File: config.mk
export PLATFORM = sky130hd
export DESIGN_NAME = laser_safety_ctrl
export DESIGN_NICKNAME = d
export VERILOG_FILES = /design/src/rtl/laser_safety_ctrl.sv
export SDC_FILE = /design/constraint.sdc
export NUM_CORES = 1
export LEC_CHECK = 0
export CELL_PAD_IN_SITES_DETAIL_PLACEMENT = 2
export CELL_PAD_IN_SITES_GLOBAL_PLACEMENT = 2
export CORE_ASPECT_RATIO = 2
export CORE_MARGIN = 5
export CORE_UTILIZATION = 30
export CTS_CLUSTER_DIAMETER = 200
export DETAILED_ROUTE_END_ITERATION = 6
export PLACE_DENSITY = 0.95
export SYNTH_ARGS = -nofsm -noshare
export SYNTH_HDL_FRONTEND = slang
export SYNTH_SLANG_ARGS = --single-unit
File: constraint.sdc
create_clock -name clk -period 6.5 [get_ports clk]
set_input_delay 1.3 -clock clk [delete_from_list [all_inputs] [get_ports clk]]
set_output_delay 1.3 -clock clk [all_outputs]
set_load 0.005 [all_outputs]
File: src/rtl/laser_safety_ctrl.sv
// Laser safety controller: arms the laser after a programmable delay once the
// pulse/rate limit registers are consistent, drops the laser gate on the same
// edge a checker fail flag is sampled, latches the fault and runs a fixed-length
// clear handshake with the checker before returning to IDLE.
// Optional feature macro: FAULT_COUNTER_EN adds a saturating 16-bit fault_count.
module laser_safety_ctrl #(
  parameter int unsigned ARM_DELAY    = 16,
  parameter int unsigned CLEAR_CYCLES = 4
) (
  input  logic        clk,
  input  logic        rst,
  input  logic        arm,
  input  logic        disarm,
  input  logic        fault_clear_req,
  input  logic        cfg_we,
  input  logic [1:0]  cfg_addr,
  input  logic [31:0] cfg_wdata,
  input  logic        pulse_lower_limit_fail,
  input  logic        pulse_upper_limit_fail,
  input  logic        rate_lower_limit_fail,
  input  logic        rate_upper_limit_fail,
`ifdef FAULT_COUNTER_EN
  output logic [15:0] fault_count,
`endif
  output logic [31:0] pulse_width_lower_limit,
  output logic [31:0] pulse_width_upper_limit,
  output logic [31:0] rate_lower_limit,
  output logic [31:0] rate_upper_limit,
  output logic        clear_fail,
  output logic        laser_enable,
  output logic [2:0]  ctrl_state,
  output logic [3:0]  fault_code,
  output logic        cfg_err
);

  typedef enum logic [2:0] {
    IDLE     = 3'd0,
    ARMING   = 3'd1,
    RUN      = 3'd2,
    FAULT    = 3'd3,
    CLEARING = 3'd4
  } state_e;

  localparam logic [15:0] ARM_LAST = 16'(ARM_DELAY - 1);
  localparam logic [15:0] CLR_LAST = 16'(CLEAR_CYCLES - 1);

  state_e            state_q, state_d;
  logic [15:0]       cnt_q, cnt_d;
  logic [3:0][31:0]  lim_q, lim_d;
  logic [3:0]        fault_code_q, fault_code_d;
  logic              laser_enable_q, laser_enable_d;
  logic              clear_fail_q, clear_fail_d;
  logic              cfg_err_q, cfg_err_d;
  logic              enter_fault;

  logic [3:0] fail_vec;
  logic       any_fail;
  logic       lim_ok;

  assign fail_vec = {rate_upper_limit_fail, rate_lower_limit_fail,
                     pulse_upper_limit_fail, pulse_lower_limit_fail};
  assign any_fail = |fail_vec;
  // Zero upper limits (the reset value) are never valid, so a fresh part
  // cannot arm until software has programmed the limits.
  assign lim_ok = (lim_q[0] <= lim_q[1]) && (lim_q[2] <= lim_q[3]) &&
                  (lim_q[1] != 32'd0) && (lim_q[3] != 32'd0);

  // Next-state, limit-register and output-register logic.
  always_comb begin
    state_d      = state_q;
    cnt_d        = cnt_q;
    lim_d        = lim_q;
    fault_code_d = fault_code_q;
    cfg_err_d    = 1'b0;
    enter_fault  = 1'b0;

    // Limits may only change while the laser cannot be running.
    if (cfg_we) begin
      if (state_q == IDLE) lim_d[cfg_addr] = cfg_wdata;
      else                 cfg_err_d = 1'b1;
    end

    case (state_q)
      // A fail flag in IDLE only blocks arming; nothing is running to stop.
      IDLE: begin
        if (!any_fail && !disarm && arm) begin
          if (lim_ok) begin
            state_d = ARMING;
            cnt_d   = 16'd0;
          end else begin
            cfg_err_d = 1'b1;
          end
        end
      end
      ARMING: begin
        if (any_fail)              enter_fault = 1'b1;
        else if (disarm)           state_d = IDLE;
        else if (cnt_q == ARM_LAST) state_d = RUN;
        else                       cnt_d = cnt_q + 16'd1;
      end
      RUN: begin
        if (any_fail)    enter_fault = 1'b1;
        else if (disarm) state_d = IDLE;
      end
      FAULT: begin
        if (fault_clear_req) begin
          state_d = CLEARING;
          cnt_d   = 16'd0;
        end
      end
      // Nothing but reset cuts the clear pulse short; flags are judged at the end.
      CLEARING: begin
        if (cnt_q == CLR_LAST) begin
          if (any_fail) enter_fault = 1'b1;
          else          state_d = IDLE;
        end else begin
          cnt_d = cnt_q + 16'd1;
        end
      end
      default: state_d = IDLE;
    endcase

    if (enter_fault) begin
      state_d      = FAULT;
      fault_code_d = fail_vec;
      cnt_d        = 16'd0;
    end

    // Decoded from the next state so the gate drops on the edge that sees the flag.
    laser_enable_d = (state_d == RUN);
    clear_fail_d   = (state_d == CLEARING);
  end

  // State and output registers with synchronous reset.
  always_ff @(posedge clk) begin
    if (rst) begin
      state_q        <= IDLE;
      cnt_q          <= 16'd0;
      lim_q          <= '0;
      fault_code_q   <= 4'd0;
      laser_enable_q <= 1'b0;
      clear_fail_q   <= 1'b0;
      cfg_err_q      <= 1'b0;
    end else begin
      state_q        <= state_d;
      cnt_q          <= cnt_d;
      lim_q          <= lim_d;
      fault_code_q   <= fault_code_d;
      laser_enable_q <= laser_enable_d;
      clear_fail_q   <= clear_fail_d;
      cfg_err_q      <= cfg_err_d;
    end
  end

`ifdef FAULT_COUNTER_EN
  logic [15:0] fault_cnt_q, fault_cnt_d;

  // Saturating count of FAULT entries.
  always_comb begin
    fault_cnt_d = fault_cnt_q;
    if (enter_fault && (fault_cnt_q != 16'hFFFF)) fault_cnt_d = fault_cnt_q + 16'd1;
  end

  // Fault counter register; cleared only by reset.
  always_ff @(posedge clk) begin
    if (rst) fault_cnt_q <= 16'd0;
    else     fault_cnt_q <= fault_cnt_d;
  end

  assign fault_count = fault_cnt_q;
`endif

  assign pulse_width_lower_limit = lim_q[0];
  assign pulse_width_upper_limit = lim_q[1];
  assign rate_lower_limit        = lim_q[2];
  assign rate_upper_limit        = lim_q[3];
  assign clear_fail              = clear_fail_q;
  assign laser_enable            = laser_enable_q;
  assign ctrl_state              = state_q;
  assign fault_code              = fault_code_q;
  assign cfg_err                 = cfg_err_q;

endmodule

==> flow_metrics.tcl, run 1 <==
set metrics [dict create \
    die_w_um 121 \
    grt_max_degree 71 \
    cp_slowest_stage_delay_ns 0.67 \
    die_area_mm2 0.0283 \
    drtIter0Drc 297 \
    hold_depth 2 \
    rows 81 \
    maxSlewViolCount 0 \
    dominantRegCellSynth "dfxtp_1" \
    cts-buffers-inserted 17 \
    clkTransAtPathRegs_ns 0.06 \
    outcome "complete, no violations" \
    worstSetupPathType "input port to register" \
    vias 7950 \
    power_density_mw_per_mm2 301 \
    fin_crit_sh_pct 62.6 \
    route.detailed.drc 0 \
    rsz0062_at_grt "false" \
    seq_area_frac_synth_pct 41.4 \
    setup_slack_ns 2.43 \
    use_met3_pct 6.45 \
    viasPerCell 5.34 \
    clk_latency_ns 0.45 \
    setup_tns_ns 0 \
    antenna_found_initial 1 \
    reg2reg_depth 12 \
    yosysTopAreaCell "dfxtp_1" \
    reg2reg_to "cnt_q[14]$_SDFFE_PP0P_" \
    synth_warnings 0 \
    wl_um 35100 \
    crit_arrival_ns 4.37 \
    required_ns 6.80 \
    startpoint_type "input port" \
    cp_common_cell "nor2_1" \
    path_buf_inv 1 \
    initial_core_util_pct 30.4 \
    drtAntennaViolNets 0 \
    max_cap_viol_count 0 \
    yosysMostFrequentCell "nand2_1" \
    hpwlAfterDp_um 25800 \
    cts_resized 0 \
    layout.nets 1252 \
    period_needed_ns 4.07 \
    drt_first_pass_iters 4 \
    ios 182 \
    synth-async-reset-ratio_pct 0 \
    p_leak_uw 0.00361 \
    skew_ns 0.0111 \
    crit_family "simple AND/OR/NAND/NOR gates" \
    crit_slowest_cell "or4_1" \
    grt.total_usage_pct 25.3 \
    synthTopCellsByArea "dfxtp_1 41%, nand2_1 15%, a21oi_1 11%" \
    cp-end-kind "register" \
    grt_pass1_vias 9172 \
    final_hold_viol_count 0 \
    cp_cell_sequence "clkdlybuf4s50_1 -> or4_1 -> nor2_1 -> a21oi_1 -> a211oi_1 -> o21ai_1 -> or3_1 -> nor3_1 -> xnor2_1 -> nor2_1" \
    post_dp_cell_area_mm2 0.00958 \
    fmax_ghz 0.246 \
    fin_area_mm2 0.0102 \
    core_mm2 0.0245 \
    area_growth_syn_to_layout_pct 37.1 \
    busiest_layer "met2" \
    cts_tree "done" \
    grtUsageMet1_pct 22.0 \
    synth_common_cells "290 x nand2_1, 167 x a21oi_1, 154 x dfxtp_1" \
    synth_top_area_share_pct 41.4 \
    cts.sinks 154 \
    grt_pass1_wl_um 53400 \
    synth_cell_type_count 43 \
    hold_class "register to register" \
    multi_input_area_mm2 0.00394 \
    use_met2_pct 48.4 \
    fp.dieH_um 233 \
    syn-num-nets 1090 \
    hold-path-endpoint "rate_lower_limit[0]$_SDFFE_PP0P_" \
    holdCritStartpoint "rate_lower_limit[0]$_SDFFE_PP0P_" \
    r2r_start "pulse_width_upper_limit[14]$_SDFFE_PP0P_" \
    routedWlPerCell_um 23.5 \
    setup_viol 0 \
    drive_above_1_share_pct 4.07 \
    synthesis.area_mm2 0.00745 \
    slew_headroom_pct 39.6 \
    synth_edf_count 0 \
    syn_avg_cell_area_um2 7.59 \
    place_congestion 0.870 \
    clockRootBuffer "clkbuf_16" \
    seqCellArea_mm2 0.00308 \
    cts.htree.levels 4 \
    worst_pin_slew_ns 0.900 \
    r2r_setup_slack_ns 2.48 \
    hold_buffers 0 \
    cts_buffer_depth 2 \
    grt_overflow 0 \
    cp_max_fo 10 \
    fillCellCount 2805 \
    syn_inst 981 \
    place_ws_ns 2.09 \
    ys_ff_latch 154 \
    ir_worst_vdd_uv 145 \
    cts_setup_buffers 0 \
    io_buffer_count 181 \
]
-- metrics by stage --
stage               hold WS (ns)  cells  power (uW)  utilization [%]
global placement           0.467   1456        1920             39.1
detailed placement         0.478   1456        1980             39.1
floorplan                  0.465    981        1550                -
global route               0.513   1488        3220             41.6
finish                     0.480   1489        3070             41.6
CTS                        0.488   1488        3110             41.6
-- kinds of logic after synthesis --
family	Yosys count	synth area share (%)
flip-flops	154	41.4
XOR/XNOR	11	1.29
adder cells (fa/ha/maj)	65	10.9
AO/OA/AOI/OAI	212	15.5
AND/OR/NAND/NOR	424	25.1
buffers and inverters	115	5.81
-- flip-flops by register name, summed over array words and instances (netlist names) --
name and flops:
cfg_err 1, clear_fail 1, cnt_q 16, ctrl_state 3
fault_code 4, laser_enable 1, pulse_width_lower_limit 32, pulse_width_upper_limit 32
rate_lower_limit 32, rate_upper_limit 32
-- report_power, final --
| part | leakage (uW) | internal [uW] | total [uW] | switching (uW) |
|---|---|---|---|---|
| logic | 0.00205 | 348 | 870 | 523 |
| clock network | 0.000310 | 678 | 1100 | 425 |
| registers | 0.00125 | 1010 | 1100 | 85.2 |
-- cell type report --
| type | instances | area share, % |
|---|---|---|
| Timing Repair Buffer | 191 | 18.4 |
| Multi-Input combinational cell | 712 | 38.6 |
| Clock buffer | 19 | 4.24 |
| Clock inverter | 13 | 1.96 |
| Antenna cell | 1 | 0.0245 |
| Inverter | 67 | 2.46 |
| Sequential cell | 154 | 30.2 |
| Tap cell | 332 | 4.07 |
-- metal layers --
layer	vias up	wire, um
met5	-	11
met3	103	1620
met2	236	19400
li1	3660	-
met1	3949	11300
met4	2	2750
-- worst min-delay path, cell delays in order, from the launching register on --
cell and delay, ns:
dfxtp_1 0.32, nand2_1 0.06, a21oi_1 0.05
-- layout by cell type, fill, tap and decap left out, drive strengths merged, types with 3 or more instances in the layout --
master,Yosys,layout
a21oi,167,167
a22o,4,4
and3,7,7
and4,3,3
buf,1,11
bufinv,0,5
clkbuf,47,19
clkdlybuf4s50,0,180
clkinv,0,7
dfxtp,154,154
ha,65,65
inv,67,67
nand2,290,290
nand3,15,15
nand4,23,23
nor2,26,26
nor2b,7,7
nor3,10,10
nor3b,4,4
nor4,23,23
nor4b,3,3
o21ai,18,18
or3,8,8
xnor2,11,11
-- worst max-delay path by stage --
stage                                start                endpoint  slack [ns]  cells past startpoint
detailed placement  pulse_lower_limit_fail  cnt_q[15]$_SDFFE_PP0P_        2.09                     10
floorplan           pulse_lower_limit_fail  cnt_q[15]$_SDFFE_PP0P_        2.94                     10
CTS                 pulse_lower_limit_fail  cnt_q[15]$_SDFFE_PP0P_        2.48                     10
global route        pulse_lower_limit_fail  cnt_q[15]$_SDFFE_PP0P_        2.26                     10
global placement    pulse_lower_limit_fail  cnt_q[15]$_SDFFE_PP0P_        2.25                     10
finish              pulse_lower_limit_fail  cnt_q[15]$_SDFFE_PP0P_        2.43                     10
No activity file was read; power rests on OpenSTA's default activity.
==> run 2: changes to the inputs <==
Settings changed: CORE_UTILIZATION 30 to 28, PLACE_DENSITY 0.95 to 0.9.
Clock period 6.5 ns to 4.15 ns, I/O delays scaled along.
==> flow_metrics.tcl, run 2 (synthesized netlist as in run 1, its figures left out) <==
set metrics [dict create \
    outcome "complete, no violations" \
    ios 182 \
    die_w_um 125 \
    cp_max_fo 6 \
    rsz0062_at_grt "false" \
    cp-end-kind "register" \
    crit_arrival_ns 4.02 \
    wl_um 34600 \
    period_needed_ns 3.66 \
    met3_length_um 1650 \
    core_mm2 0.0263 \
    clkTransAtPathRegs_ns 0.06 \
    max_cap_viol_count 0 \
    drtIter0Drc 239 \
    p_leak_uw 0.00360 \
    cts_buffer_depth 2 \
    cts_resized 0 \
    setup_slack_ns 0.489 \
    initial_core_util_pct 28.4 \
    drive_above_1_share_pct 4.39 \
    viasPerCell 5.25 \
    clk_latency_ns 0.44 \
    hold-path-endpoint "pulse_width_lower_limit[0]$_SDFFE_PP0P_" \
    hold_buffers 0 \
    hold_class "register to register" \
    fin_crit_sh_pct 88.2 \
    final_common_cell "nand2_1" \
    startpoint_type "register" \
    cts.sinks 154 \
    final_cell_mix "290 x nand2_1, 180 x clkdlybuf4s50_1, 167 x a21oi_1" \
    skew_ns 0.0109 \
    fmax_ghz 0.273 \
    grt_overflow 0 \
    power_uw 4640 \
    ir_worst_vdd_uv 282 \
    setup_tns_ns 0 \
    cts.htree.levels 4 \
    m1WireLength_um 10800 \
    io_buffer_count 181 \
    place_ws_ns 0.385 \
    cts-buffers-inserted 17 \
    maxSlewViolCount 0 \
    layout.nets 1257 \
    drt_first_pass_iters 4 \
    holdCritStartpoint "pulse_width_lower_limit[0]$_SDFFE_PP0P_" \
    place_congestion 0.847 \
    reg2reg_depth 11 \
    top_layer "met5" \
    wl_met2_um 19400 \
    cts_setup_buffers 0 \
    cts_tree "done" \
    r2r_setup_slack_ns 0.49 \
    worst_pin_slew_ns 0.755 \
    required_ns 4.51 \
    slew_headroom_pct 49.7 \
    antenna_found_initial 3 \
    setup_viol 0 \
    power_density_mw_per_mm2 454 \
    r2r_start "pulse_width_upper_limit[7]$_SDFFE_PP0P_" \
    grt_pass1_vias 8997 \
    fillCellCount 3024 \
    routedWlPerCell_um 23.0 \
    drtAntennaViolNets 0 \
    holdWs_ns 0.476 \
    clockRootBuffer "clkbuf_16" \
    grt_max_degree 70 \
    area_growth_syn_to_layout_pct 37.0 \
    reg2reg_to "cnt_q[12]$_SDFFE_PP0P_" \
    antenna_cells 0 \
    finish.utilization_pct 38.8 \
    grt_pass1_wl_um 52200 \
    die_area_mm2 0.0302 \
    grt.total_usage_pct 22.9 \
    vias 7899 \
    worstSetupPathType "register to register" \
    route.detailed.drc 0 \
    final_hold_viol_count 0 \
    hpwlAfterDp_um 26100 \
    rows 84 \
    fp.dieH_um 241 \
    hold_depth 2 \
]
[run 2: changes by cell type in the layout (fill, tap and decap cells not counted)]
| cell | before | now |
|---|---|---|
| clkbuf_8 | 0 | 1 |
| bufinv_16 | 5 | 2 |
| diode_2 | 1 | 0 |
| clkinv_2 | 5 | 3 |
| buf_4 | 11 | 16 |
| clkinvlp_4 | 1 | 4 |
| clkbuf_1 | 2 | 3 |
[run 2: area by class of cell]
type / count / area (um^2) / area share [%]
Clock buffer: 21 / 450 / 4.41
Multi-Input combinational cell: 712 / 3940 / 38.7
Clock inverter: 11 / 123 / 1.20
Tap cell: 344 / 430 / 4.22
Timing Repair Buffer: 196 / 1920 / 18.8
Inverter: 67 / 251 / 2.46
Sequential cell: 154 / 3080 / 30.2
[run 2: how the worst max path moves through the flow]
stage / startpoint / to / slack, ns
2_1_floorplan: pulse_lower_limit_fail / cnt_q[15]$_SDFFE_PP0P_ / 1.06
3_3_place_gp: pulse_lower_limit_fail / cnt_q[15]$_SDFFE_PP0P_ / 0.48
3_5_place_dp: pulse_lower_limit_fail / cnt_q[15]$_SDFFE_PP0P_ / 0.39
4_1_cts: pulse_width_upper_limit[7]$_SDFFE_PP0P_ / cnt_q[12]$_SDFFE_PP0P_ / 0.48
5_1_grt: pulse_width_upper_limit[7]$_SDFFE_PP0P_ / cnt_q[6]$_SDFFE_PP0P_ / 0.23
6_report: pulse_width_upper_limit[7]$_SDFFE_PP0P_ / cnt_q[12]$_SDFFE_PP0P_ / 0.49
[run 2: where the power goes]
group	total [uW]	switching, uW	internal [uW]
Sequential	1720	136	1590
Clock	1560	662	899
Combinational	1350	791	563
[run 2: per-layer routing]
layer  GRT usage (%)  vias to the layer above
met5               0                        -
met1            19.0                     3927
li1                -                     3666
met4            16.8                        4
met2            45.7                      216
met3            5.65                       86
[run 2: per-stage QoR]
stage | cells | cell area (um^2)
global placement | 1473 | 9630
finish | 1505 | 10200
global route | 1505 | 10200
CTS | 1505 | 10200
floorplan | 981 | 7450
detailed placement | 1473 | 9630
[run 2: worst max-delay path, stage by stage (launching register included)]
cell and delay (ns):
dfxtp_1 0.39, inv_1 0.07, ha_1 0.33, a21oi_1 0.21
o21ai_0 0.16, a221o_1 0.32, or3_1 0.40, a311oi_2 0.53
a31oi_1 0.20, or3_4 0.46, or3_1 0.35, a21oi_1 0.16
